## src/rtl/start_ack_pkg.sv

```systemverilog
// Shared types and default parameters for the start/ack sequencer.
package start_ack_pkg;

    localparam int unsigned TMO_W_DEF     = 8;
    localparam int unsigned TIMEOUT_DEF   = 16;
    localparam int unsigned MAX_RETRY_DEF = 3;
    localparam int unsigned RTY_W_DEF     = 2;

    typedef enum logic [2:0] {
        IDLE    = 3'd0,
        WAIT    = 3'd1,
        BACKOFF = 3'd2,
        DONE    = 3'd3,
        ERR     = 3'd4
    } state_e;

    // States in which a transaction is in flight.
    function automatic logic is_busy(input state_e s);
        return (s == WAIT) || (s == BACKOFF) || (s == DONE);
    endfunction

endpackage

```

## src/rtl/rise_detect.sv

```systemverilog
// Registered rising-edge detector: remembers last sampled level, flags 0->1.
module rise_detect (
    input  logic clk,
    input  logic rst_n,
    input  logic din,
    output logic rise_c
);

    logic din_q;

    // Previous-cycle level; cleared by reset so a level already high counts as a rise.
    always_ff @(posedge clk or negedge rst_n) begin
        if (!rst_n) begin
            din_q <= 1'b0;
        end else begin
            din_q <= din;
        end
    end

    assign rise_c = din & ~din_q;

endmodule

```

## src/rtl/start_ack_sequencer.sv

```systemverilog
// Start-triggered req/ack sequencer with timeout, bounded retry and sticky error.
module start_ack_sequencer
    import start_ack_pkg::*;
#(
    parameter int unsigned TMO_W     = TMO_W_DEF,
    parameter int unsigned TIMEOUT   = TIMEOUT_DEF,
    parameter int unsigned MAX_RETRY = MAX_RETRY_DEF,
    parameter int unsigned RTY_W     = RTY_W_DEF
) (
    input  logic             clk,
    input  logic             rst_n,
    input  logic             start,
    input  logic             ack,
    input  logic             err_clr,
    output logic             req,
    output logic             done,
    output logic             err,
    output logic             busy,
    output logic             overrun,
    output logic [RTY_W-1:0] retry_cnt
);

    // Reject parameter sets where the timer compare could wrap or the retry count overflows.
    if (TIMEOUT < 2 || 64'(TIMEOUT) > ((64'(1) << TMO_W) - 64'(1))) begin : g_bad_timeout
        $error("start_ack_sequencer: TIMEOUT must be in 2 .. 2**TMO_W-1");
    end
    if (64'(MAX_RETRY) > ((64'(1) << RTY_W) - 64'(1))) begin : g_bad_retry
        $error("start_ack_sequencer: MAX_RETRY does not fit in RTY_W bits");
    end

    localparam logic [TMO_W-1:0] TMO_LAST = TMO_W'(TIMEOUT - 1);
    localparam logic [RTY_W-1:0] RTY_MAX  = RTY_W'(MAX_RETRY);

    state_e             state;
    state_e             state_d;
    logic [TMO_W-1:0]   timer;
    logic [TMO_W-1:0]   timer_d;
    logic [RTY_W-1:0]   retry_d;
    logic               req_d;
    logic               done_d;
    logic               err_d;
    logic               busy_d;
    logic               overrun_d;
    logic               start_rise;
    logic               tmo_hit;
    logic               retry_left;

    rise_detect u_rise_detect (
        .clk    (clk),
        .rst_n  (rst_n),
        .din    (start),
        .rise_c (start_rise)
    );

    assign tmo_hit    = (timer == TMO_LAST);
    assign retry_left = (retry_cnt != RTY_MAX);

    // State register.
    always_ff @(posedge clk or negedge rst_n) begin
        if (!rst_n) begin
            state <= IDLE;
        end else begin
            state <= state_d;
        end
    end

    // Next-state logic; ack beats a coincident timeout.
    always_comb begin
        state_d = state;
        unique case (state)
            IDLE: begin
                if (start_rise) begin
                    state_d = WAIT;
                end
            end
            WAIT: begin
                if (ack) begin
                    state_d = DONE;
                end else if (tmo_hit) begin
                    state_d = retry_left ? BACKOFF : ERR;
                end
            end
            BACKOFF: state_d = WAIT;
            DONE:    state_d = IDLE;
            ERR: begin
                if (err_clr) begin
                    state_d = IDLE;
                end
            end
            default: state_d = IDLE;
        endcase
    end

    // Output and datapath next values; outputs decode the state being entered.
    always_comb begin
        timer_d   = timer;
        retry_d   = retry_cnt;
        req_d     = (state_d == WAIT);
        done_d    = (state_d == DONE);
        err_d     = (state_d == ERR);
        busy_d    = is_busy(state_d);
        overrun_d = start_rise && is_busy(state);
        unique case (state)
            IDLE: begin
                if (start_rise) begin
                    timer_d = '0;
                    retry_d = '0;
                end
            end
            WAIT: begin
                timer_d = timer + TMO_W'(1);
                if (!ack && tmo_hit && retry_left) begin
                    retry_d = retry_cnt + RTY_W'(1);
                end
            end
            BACKOFF: timer_d = '0;
            default: ;
        endcase
    end

    // Registered outputs, timer and retry counter; reset drops req immediately.
    always_ff @(posedge clk or negedge rst_n) begin
        if (!rst_n) begin
            timer     <= '0;
            retry_cnt <= '0;
            req       <= 1'b0;
            done      <= 1'b0;
            err       <= 1'b0;
            busy      <= 1'b0;
            overrun   <= 1'b0;
        end else begin
            timer     <= timer_d;
            retry_cnt <= retry_d;
            req       <= req_d;
            done      <= done_d;
            err       <= err_d;
            busy      <= busy_d;
            overrun   <= overrun_d;
        end
    end

endmodule

```

## config.mk

```make
export PLATFORM = sky130hd
export DESIGN_NAME = start_ack_sequencer
export DESIGN_NICKNAME = d
export VERILOG_FILES = /design/src/rtl/start_ack_pkg.sv /design/src/rtl/rise_detect.sv /design/src/rtl/start_ack_sequencer.sv
export SDC_FILE = /design/constraint.sdc
export NUM_CORES = 1
export LEC_CHECK = 0
export CAP_MARGIN = 20
export CORE_MARGIN = 1
export CORE_UTILIZATION = 54
export DETAILED_ROUTE_END_ITERATION = 10
export PLACE_DENSITY = 0.8
export SLEW_MARGIN = 20
export SYNTH_ARGS = -nofsm -noshare
export SYNTH_HDL_FRONTEND = slang
export SYNTH_SLANG_ARGS = --single-unit
```

## constraint.sdc

```tcl
create_clock -name clk -period 2.6 [get_ports clk]
set_input_delay 0.65 -clock clk [delete_from_list [all_inputs] [get_ports clk]]
set_output_delay 0.65 -clock clk [all_outputs]
set_load 0.02 [all_outputs]
```

== Word-level counts from Yosys, hierarchy flattened ==
Index checks and enable logic that the tools add are counted.

* Output and inout bits: 7
* Bits in latches: 0
* Bits in registers: 19
* Memories kept: 0
* RAM bits: 0
* ROM bits: 0
* Logic and storage cells: 49
* Bits of input ports: 5

* Div/mod/pow operators: 0
* Multipliers: 0
* Magnitude comparators: 0
* Multiplexer cells: 11
* Shift operators: 0
* Add/subtract/negate cells: 2
* Bitwise gates (word level): 2
* Equality and inequality tests: 12
* Reduce and logical (&&, ||, !) cells: 13

{| class="wikitable"
|+ Operators by type and width
! operator !! count
|-
| $pmux 8 s3 || 1
|-
| $mux 3 || 5
|-
| $eq 3x2->1 const B || 4
|-
| $pmux 3 s4 || 1
|-
| $add 8x1->8 const B || 1
|-
| $eq 8x4->1 const B || 1
|-
| $mux 8 || 1
|-
| $eq 3x1->1 const B || 2
|-
| $eq 3x3->1 const B || 2
|-
| $logic_or 1x1->1 || 4
|-
| $mux 2 || 2
|-
| $ne 2x2->1 const B || 2
|-
| $pmux 2 s2 || 1
|-
| $logic_and 1x1->1 || 3
|-
| $logic_not 3->1 || 1
|-
| $reduce_and 3->1 || 1
|-
| $reduce_bool 3->1 || 1
|-
| $add 2x1->2 const B || 1
|-
| $ne 2x1->1 const B || 1
|-
| $reduce_and 2->1 || 1
|-
| $reduce_bool 2->1 || 1
|-
| $and 1x1->1 || 1
|-
| $logic_not 1->1 || 1
|-
| $not 1->1 || 1
|}

== Depth between registers and ports, before layout ==
* Depth after elaboration: 8
* Depth in mapped cells: 5
* Depth with buffers taken out: 4

== Hierarchy ==
A second synthesis with hierarchy kept.

* Cells, all modules: 95
* Area total of the unflattened synthesis: 964.7 µm²

{| class="wikitable"
|+ By module, submodules not included
! module !! area an instance (µm²) !! instances !! cells each !! seq. area each (µm²)
|-
| start_ack_sequencer || 925.9 || 1 || 93 || 450.4
|-
| rise_detect || 38.8 || 1 || 2 || 25.0
|}

== Least setup slack after synthesis ==
Ideal clock, no wire load.

* Kind: register to register
* Start: register state[1]
* End: register retry_cnt[1]
* Arrival: 1.453 ns
* Required time: 2.472 ns
* Library setup time: 0.128 ns
* Path slack: 1.020 ns
* Stages on the path, launching flop included: 4
* Cell sequence: dfrtp_1 -> or3b_4 -> nor4_4 -> mux2_1

* Cells in the longest elaborated chain, start to end: 3
* Elaborated cells between the ends (all ways): 7

{| class="wikitable"
|+ Ends and longest elaborated chain
! what !! line !! RTL
|-
| from (decl) || start_ack_sequencer.sv:34 || <nowiki>state_e state;</nowiki>
|-
| from (signal assigned) || start_ack_sequencer.sv:63 || <nowiki>state <= state_d;</nowiki>
|-
| $eq 3x1->1 or $logic_not 3->1 (tied branches) || start_ack_sequencer.sv:103 || <nowiki>unique case (state)</nowiki>
|-
| $ne 2x1->1 (no source line) (tied with other cells) || - ||
|-
| $reduce_and 3->1 (no source line) || - ||
|-
| to (signal assigned) || start_ack_sequencer.sv:133 || <nowiki>retry_cnt <= retry_d;</nowiki>
|-
| to (decl) || start_ack_sequencer.sv:20 || <nowiki>output logic [RTY_W-1:0] retry_cnt</nowiki>
|}

Parallel ways exist; a longest one is shown, timed or not.
A chain may end at the register's enable or synchronous reset.

== Worst setup path after layout ==
* Start: register retry_cnt[0]
* End: output port retry_cnt[0]

No word-level cell between the ends.

==> impl_metrics.ini <==
[power]
pwr-share-clk_pct = 16.5
cellPowerDensity_nw_per_um2 = 865
power.internal_mw = 0.548
p_leak_nw = 0.467
combPwrFrac_pct = 34.6
p_sw_share_pct = 37.4
worst_ir_drop_vdd_mv = 0.505
sequentialPowerShare_pct = 48.9
p_total_mw = 0.875
net-switching-power_mw = 0.327

[sta]
max_freq_ghz = 0.507
relSlewSlack_pct = 50.0
tns_ns = 0
worst_pin_slew_ns = 0.747
rsz0062_at_grt = false
slew_violations = 0
setup_violations = 0
min_period_over_period_pct = 75.9
fin_worst_skew_ns = 0.00180
min_period_ns = 1.97
hold_viol = 0

[clock_tree]
cts_hold_buf = 0
cts_buffer_depth = 2
cts_sinks = 19
cts_inserted_buffers = 3
postCtsResizedCells = 0
htree_num_levels = 1
clk_latency_ns = 0.29
cts_tree = done
clkSlewWorstSetupHoldPaths_ns = 0.11
postCtsSetupRepairBufs = 0
root_buffer = clkbuf_4

[route]
ant_nets = 0
routed_wl_um = 1530
first_pass_iters = 4
post_drt_wl_per_cell_um = 14.4
drt_drc_violations_left = 0
drt_iter0_drc = 27
dr_total_vias = 644
viasPerCell = 6.08

[synth]
synthCells = 76
syn_area_per_cell_um2 = 11.2
yosys.area_share.adder_pct = 2.93
synth.distinct_cells = 27
ys_seq_area_share_pct = 55.7
synth_mux_area_share_pct = 2.49
synth_nets = 83
synth_top_family_by_area = simple AND/OR/NAND/NOR gates
synth_compound_area_share_pct = 10.1
synthSimpleGateAreaFrac_pct = 24.0
synth_area_um2 = 853
ys_ff_latch = 19
synth_warnings = 0
synth_xor_xnor_area_share_pct = 4.11

[cells_and_area]
nNetsFinal = 99
drive_gt1_share_pct = 8.79
layout_common_cells = dfrtp_1 (19), clkdlybuf4s50_1 (11), nor2_1 (9)
post-route-util_pct = 73.2
antennaDiodeCount = 0
n_fill_cell = 91
mostFrequentLayoutCell = dfrtp_1
synthToLayoutAreaGrowth_pct = 18.6
stdcell_count = 106

[placed_design]
hpwl_um = 1060
dp_cells = 102
place.gp.congestion = 0.753
port_buffers = 11

[floorplanning]
core-area_um2 = 1380
die_w_um = 41.8
fp.dieArea_um2 = 1740
start_util_pct = 61.7
die_h_um = 41.8
rows = 13
io_pins = 12

[job]
max_cap_violations = 0

[global_route]
antenna_found_initial = 0
grt_first_pass_wirelength_um = 2610
grt_pass1_vias = 588
grt_use_total_pct = 19.9
grt_start_max_net_pins = 20
grt_remaining_overflow = 0

[setup_path]
path_delay_family = buffers and inverters
cp_max_fo = 4
arrival_ns = 1.32
cp_slowest_cell = clkdlybuf4s50_1
ff2ff_setup_slack_ns = 0.85
startpoint_type = flip-flop
worst-path-buf-inv = 1
crit_chain = clkdlybuf4s50_1
worstSetupPathType = flip-flop to output pin
worstPathRequired_ns = 1.95
cp-end-kind = output pin
slowest_delay_ns = 0.62

[worst_hold_path]
hp-class = flip-flop to flip-flop

[run_status]
status = finished, final reports clean
==> cell usage after synthesis <==
cell type | count | area [um^2]
nand3_1 | 6 | 30.0
a21o_1 | 2 | 15.0
and4_1 | 1 | 8.76
nand2b_1 | 1 | 6.26
o31a_1 | 1 | 8.76
a21oi_1 | 1 | 5.00
and2_1 | 2 | 12.5
nor3b_2 | 1 | 12.5
nand4_1 | 3 | 18.8
o31ai_1 | 1 | 7.51
ha_1 | 2 | 25.0
o21a_1 | 2 | 15.0
nor2_1 | 9 | 33.8
nor3b_1 | 1 | 7.51
nor4b_1 | 1 | 8.76
mux2i_1 | 1 | 10.0
xor2_1 | 4 | 35.0
nor4_4 | 1 | 21.3
o21ai_0 | 7 | 35.0
dfrtp_1 | 19 | 475
nor2b_1 | 1 | 6.26
mux2_1 | 1 | 11.3
nor4_1 | 1 | 6.26
and3_1 | 1 | 6.26
nand2_1 | 4 | 15.0
or3b_4 | 1 | 11.3
buf_2 | 1 | 5.00
==> registers in the layout, summed over array words and instances, names as in the netlist <==
name	cells
busy	1
done	1
err	1
overrun	1
req	1
retry_cnt	2
state	3
timer	8
u_rise_detect.din_q	1
==> layer usage <==
metal	vias to the layer above	wire [um]	GRT usage [%]	part of all wire, %
li1	305	-	-	-
met1	310	736	29.2	48
met2	27	709	30.0	46
met3	2	68	2.61	4.4
met4	0	17	7.74	1.1
met5	-	0	0	0
==> final cells by class <==
cell class	count	area (um^2)	share of cell area (%)
sequential	19	475	47.0
clock inverter	1	5.00	0.494
multi-input combinational	56	373	36.8
timing repair buffer	12	118	11.6
clock buffer	3	22.5	2.22
tap	15	18.8	1.85
==> metrics by stage <==
step,hold WS (ns),cell area [um^2],worst slack [ns]
2_1_floorplan,0.354,853,1.02
3_3_place_gp,0.483,985,0.548
4_1_cts,0.512,1010,0.616
5_1_grt,0.512,1010,0.591
6_report,0.513,1010,0.627
3_5_place_dp,0.500,985,0.515
==> power by group through the flow <==
stage	Combinational (mW)	Sequential [mW]	Clock (mW)
floorplan	0.170	0.451	0
global placement	0.295	0.428	0
detailed placement	0.301	0.432	0
CTS	0.306	0.427	0.152
global route	0.338	0.442	0.165
finish	0.303	0.428	0.145
==> worst reg2reg max path, stage by stage, from the launching register on <==
cell,delay (ns)
dfrtp_1,0.42
nor4_1,0.32
nand4_1,0.29
nor4_4,0.27
mux2_1,0.35
==> cell families (layout without fill, tap and decap cells) <==
| family | after synthesis | in the layout |
|---|---|---|
| flops | 19 | 19 |
| fa+ha+maj | 2 | 2 |
| compound gates | 14 | 14 |
| mux | 2 | 2 |
| xor+xnor | 4 | 4 |
| simple gates | 34 | 34 |
| buf+inv | 1 | 16 |
==> path summary, 6_finish.rpt <==
check                              from      endpoint  depth (start not counted)
max                        retry_cnt[0]  retry_cnt[0]                          1
min                            timer[7]      timer[7]                          1
max reg2reg                    timer[5]  retry_cnt[1]                          4
min reg2reg                    timer[7]      timer[7]                          1
max in group asynchronous         rst_n          done                          2
min in group asynchronous         rst_n  retry_cnt[0]                          2
(Power assumes the default switching activity.)
